[src/rtl/datapath_sequencer_pkg.sv]
// Shared definitions for the datapath micro-sequencer.
// Contents: instruction class enum, ALU op encodings, FSM state enum,
// instruction field positions, the control bundle with its idle value,
// and the instruction decoder.
package datapath_sequencer_pkg;

    localparam int INSTR_W = 20;

    // Field positions
    localparam int CLS_LSB     = 17;   // [19:17]
    localparam int ALU_OP_LSB  = 14;   // [16:14]
    localparam int ALU_WA_LSB  = 10;   // [13:10]
    localparam int ALU_RAA_LSB = 6;    // [9:6]
    localparam int ALU_RAB_LSB = 2;    // [5:2]
    localparam int ALU_WEN_BIT = 1;
    localparam int LD_SEL_LSB  = 13;   // [16:13]
    localparam int LD_WA_LSB   = 9;    // [12:9]
    localparam int LD_CTRL_LSB = 0;    // [7:0]

    localparam logic [2:0] OP_ADD = 3'b000;
    localparam logic [2:0] OP_SHR = 3'b001;
    localparam logic [2:0] OP_EQ  = 3'b010;
    localparam logic [2:0] OP_AND = 3'b011;
    localparam logic [2:0] OP_MOV = 3'b100;

    // Codes 101..111 are illegal and fall to the default arm of any decode.
    typedef enum logic [2:0] {
        CLS_ALU  = 3'b000,
        CLS_LOAD = 3'b001,
        CLS_BRF  = 3'b010,
        CLS_JMP  = 3'b011,
        CLS_HALT = 3'b100
    } cls_e;

    typedef enum logic [2:0] {
        S_IDLE,
        S_FETCH,
        S_EXEC,
        S_DONE,
        S_ERROR
    } state_e;

    typedef struct packed {
        logic       wen;
        logic [3:0] wa;
        logic [3:0] raa;
        logic [3:0] rab;
        logic [2:0] op;
        logic [3:0] sel;
        logic [7:0] ctrl;
    } ctrl_t;

    localparam ctrl_t CTRL_IDLE = '{wen: 1'b0, wa: 4'd0, raa: 4'd0, rab: 4'd0,
                                    op: OP_MOV, sel: 4'd0, ctrl: 8'd0};

    // Datapath controls for one instruction; anything that is not ALU or
    // LOAD leaves the datapath at its idle values.
    function automatic ctrl_t decode_ctrl(input logic [INSTR_W-1:0] instr);
        ctrl_t c;
        c = CTRL_IDLE;
        case (cls_e'(instr[CLS_LSB +: 3]))
            CLS_ALU: begin
                c.op  = instr[ALU_OP_LSB +: 3];
                c.wa  = instr[ALU_WA_LSB +: 4];
                c.raa = instr[ALU_RAA_LSB +: 4];
                c.rab = instr[ALU_RAB_LSB +: 4];
                c.wen = instr[ALU_WEN_BIT];
            end
            CLS_LOAD: begin
                c.sel  = instr[LD_SEL_LSB +: 4];
                c.wa   = instr[LD_WA_LSB +: 4];
                c.ctrl = instr[LD_CTRL_LSB +: 8];
                c.wen  = 1'b1;
            end
            default: ;
        endcase
        return c;
    endfunction

endpackage

[src/rtl/datapath_sequencer_prog_mem.sv]
// seq_prog_mem: program RAM, DEPTH x DW, synchronous write and synchronous read.
// A read of the address being written in the same cycle returns the new word.
// Ports:
//   clk      clock
//   we_i     write strobe
//   waddr_i  write address
//   wdata_i  write data
//   raddr_i  read address, sampled on the rising edge
//   rdata_o  registered read data
module seq_prog_mem #(
    parameter int DEPTH = 16,
    parameter int DW    = 20,
    localparam int AW   = $clog2(DEPTH)
) (
    input  logic          clk,
    input  logic          we_i,
    input  logic [AW-1:0] waddr_i,
    input  logic [DW-1:0] wdata_i,
    input  logic [AW-1:0] raddr_i,
    output logic [DW-1:0] rdata_o
);

    logic [DW-1:0] mem_q [DEPTH];
    logic [DW-1:0] rdata_q;

    // NOTE: the array and read register have no reset, so they stay plain RAM.
    always_ff @(posedge clk) begin
        if (we_i) begin
            mem_q[waddr_i] <= wdata_i;
        end
        rdata_q <= (we_i && (waddr_i == raddr_i)) ? wdata_i : mem_q[raddr_i];
    end

    assign rdata_o = rdata_q;

endmodule

[src/rtl/datapath_sequencer.sv]
// datapath_sequencer: runs a program from internal RAM, driving the
// register-file/ALU control inputs one instruction at a time (FETCH, EXEC).
// Ports:
//   clk, rst                         clock, synchronous active-high reset
//   prog_we, prog_addr, prog_data    program load port (IDLE only)
//   start / busy / done / error      host handshake
//   Flag                             datapath compare flag, used by BRF
//   Wen, WA, RAA, RAB, Op, Sel, Ctrl registered datapath controls
module datapath_sequencer
    import datapath_sequencer_pkg::*;
#(
    parameter int PROG_DEPTH = 16,
    parameter int MAX_STEPS  = 255,
    localparam int PC_W      = $clog2(PROG_DEPTH)
) (
    input  logic               clk,
    input  logic               rst,
    input  logic               prog_we,
    input  logic [PC_W-1:0]    prog_addr,
    input  logic [INSTR_W-1:0] prog_data,
    input  logic               start,
    output logic               busy,
    output logic               done,
    output logic               error,
    input  logic               Flag,
    output logic               Wen,
    output logic [3:0]         WA,
    output logic [3:0]         RAA,
    output logic [3:0]         RAB,
    output logic [2:0]         Op,
    output logic [3:0]         Sel,
    output logic [7:0]         Ctrl
);

    localparam int STEP_W = $clog2(MAX_STEPS + 1);

    state_e             state_q, state_d;
    logic [PC_W-1:0]    pc_q, pc_d, pc_inc;
    logic [STEP_W-1:0]  step_q, step_d;
    logic               err_q, err_d;
    ctrl_t              ctrl_q, ctrl_d;
    cls_e               cls_q, cls_d, fetch_cls;
    logic [PC_W-1:0]    tgt_q, tgt_d;
    logic [INSTR_W-1:0] rdata;
    logic               mem_we;

    assign mem_we = prog_we && (state_q == S_IDLE);

    // Read address is the next PC so the word is already in rdata during FETCH.
    seq_prog_mem #(
        .DEPTH (PROG_DEPTH),
        .DW    (INSTR_W)
    ) u_mem (
        .clk     (clk),
        .we_i    (mem_we),
        .waddr_i (prog_addr),
        .wdata_i (prog_data),
        .raddr_i (pc_d),
        .rdata_o (rdata)
    );

    assign fetch_cls = cls_e'(rdata[CLS_LSB +: 3]);
    assign pc_inc    = pc_q + 1'b1;   // natural wrap at PROG_DEPTH

    // NOTE: every always_comb output gets a default first, so no latches.
    always_comb begin
        state_d = state_q;
        pc_d    = pc_q;
        step_d  = step_q;
        err_d   = err_q;
        ctrl_d  = CTRL_IDLE;
        cls_d   = cls_q;
        tgt_d   = tgt_q;
        unique case (state_q)
            S_IDLE: begin
                if (start) begin
                    state_d = S_FETCH;
                    pc_d    = '0;
                    step_d  = '0;
                    err_d   = 1'b0;
                end
            end
            S_FETCH: begin
                cls_d = fetch_cls;
                tgt_d = rdata[PC_W-1:0];
                case (fetch_cls)
                    CLS_ALU, CLS_LOAD, CLS_BRF, CLS_JMP: begin
                        state_d = S_EXEC;
                        ctrl_d  = decode_ctrl(rdata);
                    end
                    CLS_HALT: state_d = S_DONE;
                    default: begin
                        state_d = S_ERROR;
                        err_d   = 1'b1;
                    end
                endcase
            end
            S_EXEC: begin
                step_d = step_q + 1'b1;
                case (cls_q)
                    CLS_BRF: pc_d = Flag ? tgt_q : pc_inc;
                    CLS_JMP: pc_d = tgt_q;
                    default: pc_d = pc_inc;
                endcase
                if (step_d == STEP_W'(MAX_STEPS)) begin
                    state_d = S_ERROR;
                    err_d   = 1'b1;
                end else begin
                    state_d = S_FETCH;
                end
            end
            S_DONE, S_ERROR: state_d = S_IDLE;
            default: state_d = S_IDLE;
        endcase
    end

    // NOTE: sequential state uses non-blocking assignments only.
    always_ff @(posedge clk) begin
        if (rst) begin
            state_q <= S_IDLE;
            pc_q    <= '0;
            step_q  <= '0;
            err_q   <= 1'b0;
            ctrl_q  <= CTRL_IDLE;
            cls_q   <= CLS_ALU;
            tgt_q   <= '0;
        end else begin
            state_q <= state_d;
            pc_q    <= pc_d;
            step_q  <= step_d;
            err_q   <= err_d;
            ctrl_q  <= ctrl_d;
            cls_q   <= cls_d;
            tgt_q   <= tgt_d;
        end
    end

    assign busy  = (state_q == S_FETCH) || (state_q == S_EXEC);
    assign done  = (state_q == S_DONE);
    assign error = err_q;

    assign Wen  = ctrl_q.wen;
    assign WA   = ctrl_q.wa;
    assign RAA  = ctrl_q.raa;
    assign RAB  = ctrl_q.rab;
    assign Op   = ctrl_q.op;
    assign Sel  = ctrl_q.sel;
    assign Ctrl = ctrl_q.ctrl;

endmodule

[config.mk]
export PLATFORM = sky130hd
export DESIGN_NAME = datapath_sequencer
export DESIGN_NICKNAME = d
export VERILOG_FILES = /design/src/rtl/datapath_sequencer_pkg.sv /design/src/rtl/datapath_sequencer_prog_mem.sv /design/src/rtl/datapath_sequencer.sv
export SDC_FILE = /design/constraint.sdc
export NUM_CORES = 1
export LEC_CHECK = 0
export CORE_ASPECT_RATIO = 1.75
export CORE_MARGIN = 2
export CORE_UTILIZATION = 50
export CTS_BUF_LIST = sky130_fd_sc_hd__clkbuf_8
export CTS_CLUSTER_DIAMETER = 30
export DETAILED_ROUTE_END_ITERATION = 16
export PLACE_DENSITY_LB_ADDON = 0.3
export RECOVER_POWER = 25
export SKIP_LAST_GASP = 1
export SLEW_MARGIN = 20
export SYNTH_ARGS = -nofsm -noshare
export SYNTH_HDL_FRONTEND = slang
export SYNTH_HIERARCHICAL = 1
export SYNTH_SLANG_ARGS = --single-unit
[constraint.sdc]
create_clock -name clk -period 3.9 [get_ports clk]
set_input_delay 0.39 -clock clk [delete_from_list [all_inputs] [get_ports clk]]
set_output_delay 0.39 -clock clk [all_outputs]
set_load 0.01 [all_outputs]
# [After elaboration in Yosys (flattened, before gate mapping)]
# Memories as Yosys holds them, arrays and structs flattened. A register that Yosys moved wholly into a read port is not among the register bits.
# Cells that the tools add are included.
[classes] add_sub_neg=2 eq_ne=13 n_mux=17 bitwise=4 n_reduce_logical=13
[ops] op="equality test 3 x 2 -> 1 bit (second input constant)" count=6
[ops] op="one-hot mux 4 bit (2 select lines)" count=2
[ops] op="one-hot mux 8 bit (2 select lines)" count=1
[ops] op="OR reduction 4 bit" count=3
[ops] op="one-hot mux 5 bit (2 select lines)" count=1
[ops] op="one-hot mux 3 bit (3 select lines)" count=1
[ops] op="adder 8 x 1 -> 8 bit (second input constant)" count=1
[ops] op="equality test 8 bit (second input constant)" count=1
[ops] op="two-way mux 4 bit" count=2
[ops] op="two-way mux 8 bit" count=1
[ops] op="equality test 3 x 1 -> 1 bit (second input constant)" count=2
[ops] op="logical NOT 3 bit" count=2
[ops] op="two-way mux 3 bit" count=2
[ops] op="!= test 2 bit (second input constant)" count=3
[ops] op="one-hot mux 3 bit (2 select lines)" count=1
[ops] op="two-way mux 1 bit" count=5
[ops] op="OR reduction 5 bit" count=1
[ops] op="adder 4 x 1 -> 4 bit (second input constant)" count=1
[ops] op="NOT 1 bit" count=4
[ops] op="AND reduction 4 bit" count=1
[ops] op="equality test 3 bit (second input constant)" count=1
[ops] op="one-hot mux 1 bit (3 select lines)" count=1
[ops] op="nonzero test 3 bit" count=1
[ops] op="OR reduction 3 bit" count=1
[ops] op="other kinds (4)" count=4
[totals] register_bits=51 ram_bits=320 input_bits=29 output_inout_bits=31 wordCells=63 memories=1
[mem_list] memory="u_mem.mem_q" depth=16 word_bits=20 read_ports=1 rd_clocked_by_memory_dff=1 write_ports=1 line_no="datapath_sequencer_prog_mem.sv:23" source="logic [DW-1:0] mem_q [DEPTH];"

# [Longest topological paths before layout]
[logic_depth] depth_word=4 mapped_depth=11 mapped_depth_nobuf=8

# [Cells and area by module]
# The synthesis kept the hierarchy.
[by_module_without_submodules] module="seq_prog_mem" n_inst=1 cells_per_inst=517 area_per_inst_um2=12210.5 seq_area_each_um2=9689.3
[by_module_without_submodules] module="datapath_sequencer" n_inst=1 cells_per_inst=227 area_per_inst_um2=2028.2 seq_area_each_um2=1021.0

# [Least setup slack after synthesis]
# No wires, ideal clock.
[synth_timing] kind="reg-to-reg" from="register state_q[1]" to="memory u_mem.mem_q[0][0], enable pin" setup_ns=0.422 t_arrival_ns=2.658 required_time_ns=3.478 slack_ns=0.820 stages_incl_launch_ff=6 n_path_buf=1 synth_period_minus_slack_ns=3.080 path_cell_list="dfxtp_1 buf_6 nor3_1 and2_1 or3b_2 nor3_1"
[synth_via] elab_chain_len=4
[synth_rtl] element="start, declared" line_no="datapath_sequencer.sv:37" source="state_e state_q, state_d;"
[synth_rtl] element="start signal, assigned" line_no="datapath_sequencer.sv:128" source="state_q <= state_d;"
[synth_rtl] element="logical NOT 3 bit" line_no="datapath_sequencer.sv:47" source="assign mem_we = prog_we && (state_q == S_IDLE);"
[synth_rtl] element="logical AND 1 bit" line_no="datapath_sequencer.sv:47"
[synth_rtl] element="via mem_we" line_no="datapath_sequencer.sv:45" source="logic mem_we;"
[synth_rtl] element="two-way mux 1 bit" line_no="datapath_sequencer_prog_mem.sv:28" source="if (we_i) begin"
[synth_rtl] element="two-way mux 1 bit (not written as such)" line_no="datapath_sequencer_prog_mem.sv:29" source="mem_q[waddr_i] <= wdata_i;"
[synth_rtl] element="end, declared" line_no="datapath_sequencer_prog_mem.sv:23"
# The timed path passes the listed nets, and every way through them passes these cells.

==> metrics.cfg <==
[placed_design]
pre_cts_slack_ps=991
dp_hpwl_microns=18600
numPortBuffers=59
gp_congestion=0.807

[critical_path]
crit_path_start_kind=flop
cp-end-kind=flop
r2r_slack_ps=1010
critPathKind=flop to flop
path_max_fanout=29
worstRegToRegCells=9
reg2reg_to=error
crit_required_ps=4360
arrival_ps=3340

[drt]
vias=7333
viasPerCell=5.83
drtPass1Iterations=5
post-route-drc-count=0
drt_iter0_drc=634
wire_per_inst_microns=24.7
ant_nets=0
routed_wl_microns=31100

[synthesis]
ys_top_cells_by_count=320 x edfxtp_1, 64 x mux4_2, 55 x dfxtp_1
synthSimpleGateAreaFrac_pct=5.25
ys_async_sr_fraction_pct=0
ys_ff_latch=375
synth_compound_area_share_pct=3.80
synth_fa_ha_area_share_pct=0.264
synth_fp_nets=776
synth_top_family_by_area=multiplexers
ys_seq_area_share_pct=75.2
yosysMostFrequentCell=edfxtp_1
synth_cell_types=44
syn-cell-area_sq_um=14200
ys.flop_type=edfxtp_1
synth_area_per_cell_sq_um=19.1
synth_xor_area_share_pct=0.123
synthCells=744
synthMuxAreaShare_pct=13.7
ys_warn_count=6
yosys-top-cells-area=edfxtp_1 67%, mux4_2 10%, dfxtp_1 7.7%, mux4_1 3.0%, a22oi_1 2.2%
synth_edf_count=320
synth.top_cell.area_share_pct=67.5
yosys.area.top_type=edfxtp_1

[die]
die_area_sq_um=29900
die_x_microns=132
die-height_microns=227
io_pins=60
fp-row-count=81
start_util_pct=50.9
core_sq_um=28000

[clock_tree]
clockBufferDepth=3
clock-sinks=375
cts_resized=0
cts_tree=done
cts_setup_buffers=0
insertion_delay_ps=610
clockRootBuffer=clkbuf_8
numCtsBuffers=49
htreeDepth=2
ctsHoldBuffers=0
clkTransAtPathRegs_ps=70

[worst_hold_path]
hold_class=flop to flop
holdPathStages=2
hold_end=tgt_q[0]
hold_start=tgt_q[0]

[sta]
setup_slack_ps=1010
slew_violations=0
slew_headroom_pct=36.9
worst_pin_slew_ps=946
hold_viol=0
hold_slack_ps=457
skew_ps=46.9
setup_violations=0
period_needed_ps=2890
grt_setup_unrepaired=false
fin_crit_sh_pct=74.0
fin_tns_setup_ps=0
fmax_mhz=346

[run_status]
status=finished, final reports clean

[global_routing]
grt_max_degree=38
antenna_found_initial=2
grt_pass1_wl_microns=46100
grt_usage_pct=21.1
grt_pass1_vias=7648
grt.overflow.total=0

[power]
vdd_drop_max_mv=0.260
power.density_nw_per_um2=499
seq_power_share_pct=55.0
p_leak_nw=5.29
pwr-share-comb_pct=8.4
power_frac_clock_pct=36.6
p_int_w=0.00636
switchingPower_w=0.00182
swShare_pct=22.3

[cells_and_area]
nets=880
drive_above_1_share_pct=21.4
syn2layout_area_growth_pct=15.2

[flow_run]
drv_cap=0

[layer usage]
metal	track usage (%)	vias to the layer above	part of all wire [%]
met3	3.67	86	5.8
li1	-	3204	-
met5	0	-	0
met1	24.8	3774	36
met2	38.1	269	54
met4	9.99	0	4.2
[kinds of logic after synthesis]
| family | count (synthesis) |
|---|---|
| compound gates | 79 |
| fa+ha+maj | 3 |
| flops | 375 |
| simple gates | 154 |
| buf+inv | 42 |
| mux | 89 |
| xor+xnor | 2 |
[stage by stage]
step	area (sq um)	std cells	power [W]	util [%]
final	16400	1257	0.00818	58.7
after global routing	16400	1257	0.00844	58.7
after CTS	16400	1256	0.00825	58.6
after detailed placement	15400	1170	0.00529	55.0
after global placement	15400	1170	0.00526	55.0
after floorplan	14200	744	0.00506	-
[state kept, by name (all words and copies together), names as in the netlist, 4 cells and up, named ones only]
signal and count:
u_mem/mem_q 320, Ctrl 8, step_q 8, RAA 4, RAB 4, Sel 4, WA 4, pc_q 4
tgt_q 4
[worst max-delay path by stage]
stage | end | cells after the start
floorplan | u_mem/mem_q[0][0] | 5
global placement | state_q[0] | 10
detailed placement | error | 9
CTS | error | 9
global route | error | 9
finish | error | 9
[placed cells by master, fill, tap and decap left out, types with 3 or more instances in the layout]
cell | synthesis | layout
o21ai_0 | 6 | 6
bufinv_16 | 0 | 4
nand2_1 | 53 | 53
mux2i_1 | 7 | 7
nor2_2 | 0 | 12
buf_4 | 5 | 30
mux4_1 | 16 | 16
o22ai_1 | 3 | 3
nor3_1 | 9 | 5
a22oi_1 | 42 | 42
nand3b_1 | 3 | 3
ha_1 | 3 | 3
dlygate4sd3_1 | 0 | 13
dfxtp_1 | 55 | 53
nand2b_1 | 4 | 4
nand3_1 | 5 | 5
clkbuf_8 | 0 | 57
mux4_2 | 64 | 64
and2_1 | 25 | 25
clkinv_1 | 0 | 5
a21oi_1 | 15 | 15
edfxtp_1 | 320 | 320
nor3_2 | 0 | 4
a211oi_1 | 3 | 3
inv_1 | 5 | 20
nor2_1 | 37 | 25
clkdlybuf4s50_1 | 0 | 46
[worst max-delay path, stage by stage, from the launching register on]
cell and delay, ps:
dfxtp_4 500, buf_4 520, mux4_1 650, a22oi_1 210, nand2_1 120, o21ai_0 360
nor2_1 80, nor3_1 140, a211oi_1 80, o31a_1 110
[power groups by stage]
stage | registers, W | logic (W) | clock network (W)
floorplan | 0.00456 | 0.000502 | 0
global placement | 0.00458 | 0.000683 | 0
detailed placement | 0.00459 | 0.000699 | 0
CTS | 0.00450 | 0.000701 | 0.00305
global route | 0.00451 | 0.000747 | 0.00318
finish | 0.00450 | 0.000688 | 0.00300
[area by class of cell]
class	count	area (sq um)
clock buffer	57	785
multi-input combinational	327	3350
fill	2071	11600
clock inverter	29	228
sequential	375	10700
antenna	1	2.50
tap	373	467
inverter	5	18.8
timing repair buffer	90	836
Power figures use the tool's default switching activity.
